<file path="config.mk">
export PLATFORM = sky130hd
export DESIGN_NAME = roach_rst_sequencer
export DESIGN_NICKNAME = d
export VERILOG_FILES = /design/src/rtl/roach_rst_sequencer.sv
export SDC_FILE = /design/constraint.sdc
export NUM_CORES = 1
export LEC_CHECK = 0
export CORE_ASPECT_RATIO = 1.1
export CORE_UTILIZATION = 55
export DETAILED_ROUTE_END_ITERATION = 6
export GPL_TIMING_DRIVEN = 0
export PLACE_DENSITY = 0.92
export SETUP_SLACK_MARGIN = 0.2
export SLEW_MARGIN = 20
export SYNTH_ARGS = -nofsm -noshare
export SYNTH_HDL_FRONTEND = slang
export SYNTH_SLANG_ARGS = --single-unit
export TNS_END_PERCENT = 30
</file>
<file path="constraint.sdc">
create_clock -name sys_clk -period 4.54 [get_ports sys_clk]
set_clock_uncertainty 0.15 [all_clocks]
set_input_delay 1.135 -clock sys_clk [delete_from_list [all_inputs] [get_ports sys_clk]]
set_output_delay 1.135 -clock sys_clk [all_outputs]
set_load 0.05 [all_outputs]
</file>
<file path="src/rtl/roach_rst_sequencer.sv">
// roach_rst_sequencer: staged reset and bring-up sequencer for the board clock domains.
// Waits for all unmasked clock-manager locks to be stable, pulses idelay_rst,
// waits for idelay_rdy, then releases domain_rst one bit at a time.
// Ports:
//   sys_clk, sys_rst          free-running clock, async active-high reset
//   lock_in, lock_mask        lock flags (async) and monitor mask (1 = monitored)
//   idelay_rdy                IDELAYCTRL ready (async)
//   soft_rst                  one-cycle request to restart the sequence
//   idelay_rst, domain_rst    IDELAYCTRL reset and staged domain resets
//   all_ready, timeout_err    RUN indicator and sticky ready-timeout flag
//   seq_state, relock_count   FSM state and saturating count of lock losses in RUN
// Optional: define ROACH_RST_SEQ_RELOCK_CNT_EN to implement relock_count (else tied to 0).
module roach_rst_sequencer #(
    parameter int NUM_LOCKS          = 4,
    parameter int NUM_DOMAINS        = 3,
    parameter int LOCK_STABLE_CYCLES = 1024,
    parameter int IDELAY_RST_CYCLES  = 16,
    parameter int STAGE_GAP          = 64,
    parameter int RDY_TIMEOUT        = 4096
) (
    input  logic                   sys_clk,
    input  logic                   sys_rst,
    input  logic [NUM_LOCKS-1:0]   lock_in,
    input  logic [NUM_LOCKS-1:0]   lock_mask,
    input  logic                   idelay_rdy,
    input  logic                   soft_rst,
    output logic                   idelay_rst,
    output logic [NUM_DOMAINS-1:0] domain_rst,
    output logic                   all_ready,
    output logic                   timeout_err,
    output logic [2:0]             seq_state,
    output logic [7:0]             relock_count
);
    localparam int REL_LAST = (NUM_DOMAINS - 1) * STAGE_GAP;
    localparam int M1 = LOCK_STABLE_CYCLES > IDELAY_RST_CYCLES ? LOCK_STABLE_CYCLES : IDELAY_RST_CYCLES;
    localparam int M2 = RDY_TIMEOUT > REL_LAST ? RDY_TIMEOUT : REL_LAST;
    localparam int CW = $clog2((M1 > M2 ? M1 : M2) + 1);

    typedef enum logic [2:0] {
        WAIT_LOCK = 3'd0,
        STABLE    = 3'd1,
        IDLY_RST  = 3'd2,
        IDLY_WAIT = 3'd3,
        RELEASE   = 3'd4,
        RUN       = 3'd5,
        ERR       = 3'd6
    } state_t;

    state_t                 state, state_nxt;
    logic [CW-1:0]          cnt, cnt_nxt;
    logic [NUM_LOCKS-1:0]   lock_meta, lock_sync;
    logic                   rdy_meta, rdy_sync;
    logic                   lock_ok, terr_nxt;
    logic [NUM_DOMAINS-1:0] released;

    // Unmonitored locks count as locked, so an all-zero mask reads as locked.
    assign lock_ok   = &(lock_sync | ~lock_mask);
    assign seq_state = state;

    // In RELEASE the shared counter is the time since the first release.
    for (genvar g = 0; g < NUM_DOMAINS; g++) begin : g_rel
        assign released[g] = int'(cnt) >= g * STAGE_GAP;
    end

    always_ff @(posedge sys_clk or posedge sys_rst) begin
        if (sys_rst) begin
            lock_meta   <= '0;
            lock_sync   <= '0;
            rdy_meta    <= 1'b0;
            rdy_sync    <= 1'b0;
            state       <= WAIT_LOCK;
            cnt         <= '0;
            timeout_err <= 1'b0;
        end else begin
            lock_meta   <= lock_in;
            lock_sync   <= lock_meta;
            rdy_meta    <= idelay_rdy;
            rdy_sync    <= rdy_meta;
            state       <= state_nxt;
            cnt         <= cnt_nxt;
            timeout_err <= terr_nxt;
        end
    end

    always_comb begin
        state_nxt = state;
        cnt_nxt   = '0;
        case (state)
            WAIT_LOCK: state_nxt = lock_ok ? STABLE : WAIT_LOCK;
            STABLE:
                if (!lock_ok) state_nxt = WAIT_LOCK;
                else if (cnt == CW'(LOCK_STABLE_CYCLES - 1)) state_nxt = IDLY_RST;
                else cnt_nxt = cnt + 1'b1;
            IDLY_RST:
                if (!lock_ok) state_nxt = WAIT_LOCK;
                else if (cnt == CW'(IDELAY_RST_CYCLES - 1)) state_nxt = IDLY_WAIT;
                else cnt_nxt = cnt + 1'b1;
            // Ready is checked before the timeout so a same-cycle arrival wins.
            IDLY_WAIT:
                if (!lock_ok) state_nxt = WAIT_LOCK;
                else if (rdy_sync) state_nxt = RELEASE;
                else if (cnt == CW'(RDY_TIMEOUT - 1)) state_nxt = ERR;
                else cnt_nxt = cnt + 1'b1;
            RELEASE:
                if (!lock_ok) state_nxt = WAIT_LOCK;
                else if (cnt == CW'(REL_LAST)) state_nxt = RUN;
                else cnt_nxt = cnt + 1'b1;
            RUN:       state_nxt = lock_ok ? RUN : WAIT_LOCK;
            ERR:       state_nxt = ERR;
            default:   state_nxt = WAIT_LOCK;
        endcase
        if (soft_rst) begin
            state_nxt = WAIT_LOCK;
            cnt_nxt   = '0;
        end
        terr_nxt   = soft_rst ? 1'b0 : (timeout_err | (state == IDLY_WAIT && state_nxt == ERR));
        idelay_rst = state == IDLY_RST;
        all_ready  = state == RUN;
        domain_rst = state == RUN ? '0 : state == RELEASE ? ~released : '1;
    end

`ifdef ROACH_RST_SEQ_RELOCK_CNT_EN
    logic [7:0] relock_q;

    always_ff @(posedge sys_clk or posedge sys_rst) begin
        if (sys_rst) relock_q <= '0;
        else if (state == RUN && !lock_ok && !soft_rst && relock_q != 8'hff) relock_q <= relock_q + 8'd1;
    end

    assign relock_count = relock_q;
`else
    assign relock_count = 8'd0;
`endif
endmodule

</file>
# == Yosys cells after proc, flatten, opt, wreduce, memory -nomap -nowiden ==
# Index checks and enable logic that the tools add are counted.
# totals
inputBits,12
out_inout_bits,17
register_bits,27
word_cells,55
# op_classes
n_reduce_logical,3
magnitude_cmp,2
eq_ne,11
n_addsub,1
bitwise,4
muxes,27
# op_table
cell,count
$mux 13,10
$pmux 13 s4,1
$mux 3,13
$pmux 3 s7,1
$add 13x1->13 const B,1
$eq 13x10->1 const B,1
$eq 13x12->1 const B,1
$eq 13x4->1 const B,1
$eq 13x8->1 const B,1
$ge 13x7->1 const B,1
$ge 13x8->1 const B,1
$eq 3x3->1 const B,4
$eq 3x2->1 const B,2
$not 4->4,1
$or 4x4->4,1
$reduce_and 4->1,1
$eq 3x1->1 const B,1
$logic_not 3->1,1
$not 3->3,1
$mux 1,2
$logic_and 1x1->1,1
$or 1x1->1,1

# == Logic depth before layout (Yosys ltp) ==
# Gate-level depths: netlist of run 1.
# logic_depth
word_depth,10
depth_mapped,7
depth_no_buf,6

# == Least setup slack after synthesis of run 1 ==
# Ideal clock, no wire load.
# synth_path
kind,register to output
start,"register state[2], in the netlist seq_state[2]"
end,output port all_ready
path_stages_with_launch,5
path_slack_ps,1117
n_path_buf,1
t_required_ps,3255
arrival_ps,2138
path_cell_list,dfrtp_1 -> buf_2 -> nor2b_1 -> inv_1 -> nor2_1
# synth_between
elab_chain_cells,1
# synth_lines
item,line,rtl
from (decl),49,"state_t state, state_nxt;"
from (signal assigned),79,state <= state_nxt;
$eq 3x3->1,118,all_ready = state == RUN;
to (decl),29,"output logic all_ready,"
# Every way passes these cells.

# == Worst setup path in the final report of run 1 ==
# Same ends and word-level chain as after synthesis.

==> results of run 1 <==
## logic make-up (layout without fill, tap and decap cells)
group | after synthesis | after routing | share of synthesized area [%]
compound gates | 19 | 19 | 9.88
xor+xnor | 12 | 12 | 7.04
fa+ha+maj | 2 | 2 | 1.67
buf+inv | 21 | 45 | 8.71
flops | 27 | 27 | 45.2
other cells | 1 | 8 | 0.251
simple gates | 70 | 70 | 27.2
## critical path, cell delays in order (launching register included)
cell	delay, ns
dfrtp_1	0.43
buf_2	0.22
nor2b_1	0.32
inv_1	0.13
nor2_1	0.11
clkdlybuf4s50_1	0.80
## per-stage QoR
step	hold WS [ns]	area, um2	util (%)	setup WS (ns)
2_1_floorplan	0.181	1520	-	1.12
3_3_place_gp	0.182	1760	69.2	1.31
3_5_place_dp	0.185	1760	69.2	1.30
4_1_cts	0.215	1790	70.2	0.937
5_1_grt	0.225	1790	70.2	0.759
6_report	0.214	1790	70.2	0.920
## cells in the mapped netlist, types with 3 or more instances
cell type,number
xor2_1,3
a21oi_1,5
inv_1,6
buf_4,9
and2_1,3
nor3b_2,3
nor2_1,14
dfrtp_1,27
xnor2_1,9
nand3_1,4
nand4_1,4
o21ai_0,3
nand2b_1,4
nor3_1,7
nand2_1,17
## area by class of cell
| class | instances | area share [%] |
|---|---|---|
| tap | 31 | 2.17 |
| inverter | 7 | 1.47 |
| clock buffer | 4 | 1.47 |
| timing repair buffer | 20 | 11.2 |
| multi-input combinational | 111 | 40.0 |
| buffer | 14 | 5.82 |
| sequential | 27 | 37.8 |
## per-layer routing
layer | track usage (%) | up-vias | share of wire (%)
li1 | - | 563 | -
met1 | 30.1 | 552 | 41
met2 | 39.5 | 39 | 55
met3 | 2.17 | 4 | 3.6
met4 | 7.34 | 0 | 0.52
met5 | 0 | - | 0
## registers in the layout, indices dropped and copies added (netlist names)
register / flops
cnt: 13
lock_meta: 4
lock_sync: 4
seq_state: 3
rdy_meta: 1
rdy_sync: 1
timeout_err: 1
## power by group through the flow
stage	Sequential (mW)	Clock, mW	Combinational, mW
2_1_floorplan	0.253	0	0.0373
3_3_place_gp	0.252	0	0.0535
6_report	0.247	0.101	0.0547
5_1_grt	0.248	0.113	0.0592
3_5_place_dp	0.252	0	0.0549
4_1_cts	0.247	0.103	0.0549
## final timing paths
path | startpoint | end | slack, ns | depth (start not counted)
worst min register to register | lock_meta[1] | lock_sync[1] | 0.21 | 0
max in group asynchronous | sys_rst | cnt[2] | 2.76 | 2
worst max register to register | seq_state[1] | cnt[9] | 2.42 | 6
worst min-delay path | lock_meta[1] | lock_sync[1] | 0.21 | 0
worst max-delay path | seq_state[2] | all_ready | 0.92 | 5
min in group asynchronous | sys_rst | rdy_meta | 1.07 | 2
## placed cells by master, fill, tap and decap left out, types with 2 or more instances in the layout
master / n
inv_1: 5
clkbuf_1: 2
clkdlybuf4s50_1: 20
nor2b_1: 2
buf_6: 2
xnor2_1: 9
nor3b_2: 3
or3_1: 2
conb_1: 8
o21ai_0: 3
nor3_4: 2
nor3b_1: 2
buf_2: 2
clkbuf_4: 3
and3_1: 2
a21oi_1: 5
nand4_1: 4
nand3_1: 4
nor2_1: 14
nand2_1: 17
and2_1: 3
nor3_1: 7
nand2b_1: 4
xor2_1: 3
ha_1: 2
buf_4: 9
dfrtp_1: 27
==> impl_metrics.toml, run 1 <==
[logic_synthesis]
yosysTopAreaCellShare_pct = 45.2
yosys.area.top_type = "dfrtp_1"
synth_edf_count = 0
synth-seq-cells = 27
ys.flop_type = "dfrtp_1"
synthCells = 152
syn_area_um2 = 1490
synth.area.top_cells = "dfrtp_1 (45%), xnor2_1 (5.3%), buf_4 (4.5%)"
async_reset_ff_share_pct = 100
synth.avg_cell_area_um2 = 9.83
synth_cell_type_count = 41
ys_seq_area_share_pct = 45.2
synthesis.yosys.warnings = 0

[setup_path]
critPathLaunchType = "register"
arrival_ns = 2.33
crit_type = "reg2out"
end_kind = "primary output"
cp.required_ns = 3.25
crit_fanout = 10

[power_and_ir_drop]
p_int_uw = 301
combPwrFrac_pct = 13.6
leakagePower_nw = 0.762
clkPwrFrac_pct = 25.1
seqPwrFrac_pct = 61.3
p_switching_uw = 103
total_power_uw = 403
peakVddDrop_mv = 0.245
powerDensity_nw_per_um2 = 226
swShare_pct = 25.4

[cts]
path_clk_slew_ns = 0.14
postCtsHoldBufs = 0
cts_inserted_buffers = 3
post_cts_buffers = 0
cts_buffer_depth = 2
cts_root_buffer = "clkbuf_4"
clk_latency_ns = 0.32
cts_resized = 0
htree_num_levels = 1
cts_tree = "yes"
clock-sinks = 27

[global_route]
grt_remaining_overflow = 0
grt_pass1_vias = 1145
grt_pass1_wl_mm = 5.05
grt_usage_pct = 23.0
grt_max_degree = 28
antenna_found_initial = 0

[floorplan]
num_rows = 19
start_util_pct = 58.7
io-pin-count = 29
die_y_um = 56.7
die_area_um2 = 2930
core_um2 = 2540
die_w_um = 51.7

[finish]
multi_input_area_um2 = 714
layout-drive-gt1-share_pct = 14.8
num-fill-cells = 189
fin_cells = 214
antennaDiodeCount = 0
nNetsFinal = 198
syn2layout_area_growth_pct = 19.5
seqCellArea_um2 = 676

[routing]
vias = 1158
vias_per_cell = 5.41
drtIter0Drc = 26
drt_first_pass_iters = 4
drc = 0
wire_per_inst_um = 13.4
drtAntennaViolNets = 0
drt_wl_total_mm = 2.86

[sta]
max_slew.worst_pin.slew_ns = 0.898
setup_violations = 0
rsz0062_at_grt = "no"
finalHoldViolations = 0
post-route-period-util_pct = 79.7
max_freq_ghz = 0.276
relSlewSlack_pct = 39.8
finalSetupTns_ns = 0
period_needed_ns = 3.62
finalMaxSlewViolations = 0

[placement]
place_hpwl_mm = 2.23
gp_congestion = 0.885
portBuffers = 20
dp.cells = 210

[run_status]
status = "finished clean"

[flow_run]
drv_cap = 0

[min_path]
hold_path_class = "reg2reg"
Power figures use the tool's default switching activity.
==> run 2, diff against run 1 <==
Settings changed: CORE_UTILIZATION 55 to 51, PLACE_DENSITY 0.92 to 0.87.
Clock period 4.54 ns to 3.6 ns, I/O delays scaled along.
==> impl_metrics.toml, run 2 (synthesis gave the netlist of run 1 again) <==
[run_status]
status = "finished clean"

[global_route]
grt_busiest_layer = "met2"
antenna_found_initial = 0
met3_usage_pct = 3.88
grt_pass1_vias = 1193
grt_pass1_wl_mm = 5.11
grt_remaining_overflow = 0
use_met2_pct = 41.4
met1_usage_pct = 25.7
grt_max_degree = 28
grt_usage_pct = 22.9

[placement]
place_hpwl_mm = 2.25
dp.cells = 212
portBuffers = 20
gp_congestion = 0.871
preCtsSetupSlack_ns = 0.644

[cts]
cts_inserted_buffers = 3
clk_latency_ns = 0.34
cts_buffer_depth = 2
cts_tree = "yes"
cts_root_buffer = "clkbuf_4"
clock-sinks = 27
htree_num_levels = 1
path_clk_slew_ns = 0.15

[floorplan]
die_w_um = 53.6
core_um2 = 2780
die_y_um = 58.8
io-pin-count = 29
die_area_um2 = 3150
num_rows = 20
start_util_pct = 53.8

[sta]
post-route-period-util_pct = 92.2
fin_ws_ns = 0.282
period_needed_ns = 3.32
max_slew.worst_pin.slew_ns = 0.907
worst_hold_slack_ns = 0.217
finalHoldViolations = 0
rsz0062_at_grt = "yes"
relSlewSlack_pct = 39.1
finalMaxSlewViolations = 0
setup_violations = 0
max_freq_ghz = 0.301
finalSetupTns_ns = 0

[setup_path]
critPathLaunchType = "register"
crit_fanout = 6
end_kind = "primary output"
crit_type = "reg2out"
cp.required_ns = 2.55
arrival_ns = 2.27

[finish]
layout_common_cells = "dfrtp_1 (27), clkdlybuf4s50_1 (19), nand2_1 (17)"
largest-register = "cnt"
nNetsFinal = 198
largest_reg_flops = 13
syn2layout_area_growth_pct = 20.1
final_common_cell = "dfrtp_1"
layout-drive-gt1-share_pct = 15.3
fin_cells = 216
reg_top3 = "cnt: 13 flops, lock_meta: 4 flops, lock_sync: 4 flops"
antennaDiodeCount = 0

[power_and_ir_drop]
leakagePower_nw = 0.779
peakVddDrop_mv = 0.328
powerDensity_nw_per_um2 = 288

[routing]
wire_per_inst_um = 13.6
drt_first_pass_iters = 4
vias_per_cell = 5.37
drt_wl_total_mm = 2.93
vias = 1159
drtIter0Drc = 20
drtAntennaViolNets = 0
drc = 0

[flow_run]
drv_cap = 0

[min_path]
hold_path_class = "reg2reg"
[run 2: cell types whose count changed in the layout (fill, tap and decap cells not counted)]
cell | before | now
clkinvlp_4 | 0 | 1
clkbuf_1 | 2 | 1
clkdlybuf4s50_1 | 20 | 19
dlymetal6s2s_1 | 0 | 1
[run 2: area by class of cell]
class                           instances  area [um2]
Buffer                                 14         104
Clock buffer                            3        22.5
Sequential cell                        27         676
Timing Repair Buffer                   20         203
Inverter                                7        26.3
Tap cell                               33        41.3
Multi-Input combinational cell        111         714
Clock inverter                          1        7.51
Fill cell                             234         983
[run 2: final timing paths]
check,from,end,slack [ns],depth (start not counted)
worst max-delay path,cnt[11],domain_rst[1],0.28,4
worst min-delay path,lock_meta[2],lock_sync[2],0.22,0
worst max register to register,cnt[0],cnt[1],1.49,7
worst min register to register,lock_meta[2],lock_sync[2],0.22,0
max in group asynchronous,sys_rst,cnt[6],2.08,2
min in group asynchronous,sys_rst,lock_meta[1],0.79,2
[run 2: metrics by stage]
step                      power [mW]  utilization [%]  instance area, um2
after global routing           0.537             64.6                1790
after detailed placement       0.387             63.4                1760
final                          0.516             64.6                1790
after CTS                      0.521             64.5                1790
after global placement         0.385             63.4                1760
after floorplan                0.367                -                1520
[run 2: timing repair]
action / in CTS / in global routing
hold buffers: 0 / 0
gates resized for setup: 0 / 1
buffers inserted: 0 / 0
setup endpoints to repair: 0 / 3
[run 2: per-layer routing]
layer  vias to the layer above  wire length (um)  part of all wire [%]
met4                         0                51                   1.7
li1                        564                 -                     -
met5                         -                 0                     0
met3                         5                89                   3.0
met1                       551              1170                    40
met2                        39              1620                    55
[run 2: critical path, stage by stage, from the launching register on]
cell	delay (ns)
dfrtp_1	0.47
nor3_4	0.30
nand2_1	0.10
o31ai_1	0.22
clkdlybuf4s50_1	0.85
[run 2: where the power goes]
group	leakage [nW]	switching (mW)	internal, mW
Clock	0.0139	0.0926	0.0427
Combinational	0.412	0.0425	0.0263
Sequential	0.354	0.00249	0.310
Total	0.779	0.138	0.379
==> run 3, diff against run 2 <==
Settings changed: CORE_UTILIZATION 51 to 40, PLACE_DENSITY 0.87 to 0.72.
==> impl_metrics.toml, run 3 (synthesis gave the netlist of run 1 again) <==
[run_status]
status = "finished clean"

[power_and_ir_drop]
combPwrFrac_pct = 13.1
p_switching_uw = 140
swShare_pct = 26.9
seqPwrFrac_pct = 59.8
clkPwrFrac_pct = 27.0
peakVddDrop_mv = 0.210
p_int_uw = 381
powerDensity_nw_per_um2 = 288
leakagePower_nw = 0.769
total_power_uw = 522

[min_path]
hold_path_class = "reg2reg"

[finish]
final_common_cell = "dfrtp_1"
antennaDiodeCount = 0
layout_common_cells = "dfrtp_1 (27), clkdlybuf4s50_1 (18), nand2_1 (17)"
nNetsFinal = 198
largest_reg_flops = 13
fin_cells = 231
reg_top3 = "cnt: 13 flops, lock_meta: 4 flops, lock_sync: 4 flops"
syn2layout_area_growth_pct = 21.4
largest-register = "cnt"
layout-drive-gt1-share_pct = 15.3

[sta]
rsz0062_at_grt = "no"
finalMaxSlewViolations = 0
finalSetupTns_ns = 0
max_slew.worst_pin.slew_ns = 0.945
relSlewSlack_pct = 36.6
setup_violations = 0
period_needed_ns = 3.29
finalHoldViolations = 0
max_freq_ghz = 0.304
post-route-period-util_pct = 91.3

[setup_path]
crit_type = "reg2out"
crit_family = "buffers and inverters"
end_kind = "primary output"
worstPathCellList = "nor3_4 -> nand2_1 -> o21ai_0 -> clkdlybuf4s50_1"
cp_slowest_stage_delay_ns = 0.82
cp.required_ns = 2.55
crit_fanout = 6
arrival_ns = 2.24
critPathLaunchType = "register"
cp_slowest_cell = "clkdlybuf4s50_1"
worstPathBufferInverterCount = 1

[placement]
place_hpwl_mm = 2.10
gp_congestion = 0.847
dp.cells = 227
portBuffers = 20

[routing]
drtIter0Drc = 36
wire_per_inst_um = 12.1
drt_wl_total_mm = 2.80
drtAntennaViolNets = 0
drt_first_pass_iters = 5
drc = 0
vias_per_cell = 4.99
vias = 1152

[cts]
clock-sinks = 27
path_clk_slew_ns = 0.15
htree_num_levels = 1
cts_inserted_buffers = 3
cts_buffer_depth = 2
post_cts_buffers = 0
clk_latency_ns = 0.34
cts_root_buffer = "clkbuf_4"
cts_tree = "yes"

[global_route]
antenna_found_initial = 0
grt_max_degree = 28
grt_remaining_overflow = 0
grt_usage_pct = 16.7
grt_pass1_vias = 1107
grt_pass1_wl_mm = 5.03

[floorplan]
start_util_pct = 43.4
die_area_um2 = 3980
num_rows = 22
die_y_um = 66.1
io-pin-count = 29
core_um2 = 3440
die_w_um = 60.3

[flow_run]
drv_cap = 0
run 3: changes by cell type in the layout (fill, tap and decap cells not counted):
cell / previous run / this run
clkinvlp_4: 1 / 0
clkdlybuf4s50_1: 19 / 18
inv_6: 0 / 1
dlygate4sd2_1: 0 / 1
run 3: final timing paths:
| kind | slack (ns) | start | end | cells past startpoint |
|---|---|---|---|---|
| worst max-delay path | 0.31 | cnt[10] | domain_rst[2] | 4 |
| worst min-delay path | 0.22 | lock_meta[2] | lock_sync[2] | 0 |
| max in group asynchronous | 2.06 | sys_rst | cnt[9] | 2 |
| min in group asynchronous | 0.80 | sys_rst | cnt[3] | 2 |
| worst min register to register | 0.22 | lock_meta[2] | lock_sync[2] | 0 |
| worst max register to register | 1.51 | cnt[0] | timeout_err | 6 |
run 3: per-layer routing:
metal | GRT usage, % | vias up | wire [um]
li1 | - | 566 | -
met3 | 1.37 | 6 | 104
met1 | 21.7 | 542 | 1260
met4 | 8.43 | 0 | 55
met2 | 27.5 | 38 | 1380
met5 | 0 | - | 0
run 3: worst register-to-register path, cell delays in order, from the launching register on:
cell	delay, ns
dfrtp_1	0.48
ha_1	0.25
nand2_1	0.14
nor3_4	0.30
a21oi_1	0.11
or3_1	0.36
o41ai_2	0.22
run 3: what timing repair did:
| item | CTS | global route |
|---|---|---|
| hold buffers | 0 | 0 |
| resized for setup | 1 | 1 |
| setup endpoints to repair | 1 | 1 |
| gates cloned | 0 | 0 |
run 3: power groups by stage:
stage	registers (mW)	clock network, mW	logic (mW)
5_1_grt	0.313	0.157	0.0741
6_report	0.312	0.141	0.0686
4_1_cts	0.312	0.148	0.0688
2_1_floorplan	0.319	0	0.0471
3_5_place_dp	0.318	0	0.0686
3_3_place_gp	0.317	0	0.0679
run 3: stage by stage:
stage	area, um2	setup WS [ns]	util, %	hold slack (ns)
after global placement	1780	0.596	51.7	0.182
after floorplan	1520	0.412	-	0.181
final	1810	0.313	52.7	0.219
after detailed placement	1780	0.573	51.7	0.186
after global routing	1810	0.206	52.7	0.228
after CTS	1810	0.244	52.6	0.221
run 3: area by class of cell:
| class | count | area (um2) |
|---|---|---|
| fill | 320 | 1630 |
| multi-input combinational | 111 | 714 |
| sequential | 27 | 676 |
| timing repair buffer | 20 | 201 |
| buffer | 14 | 104 |
| tap | 48 | 60.1 |
| inverter | 7 | 26.3 |
| clock buffer | 3 | 22.5 |
| clock inverter | 1 | 8.76 |
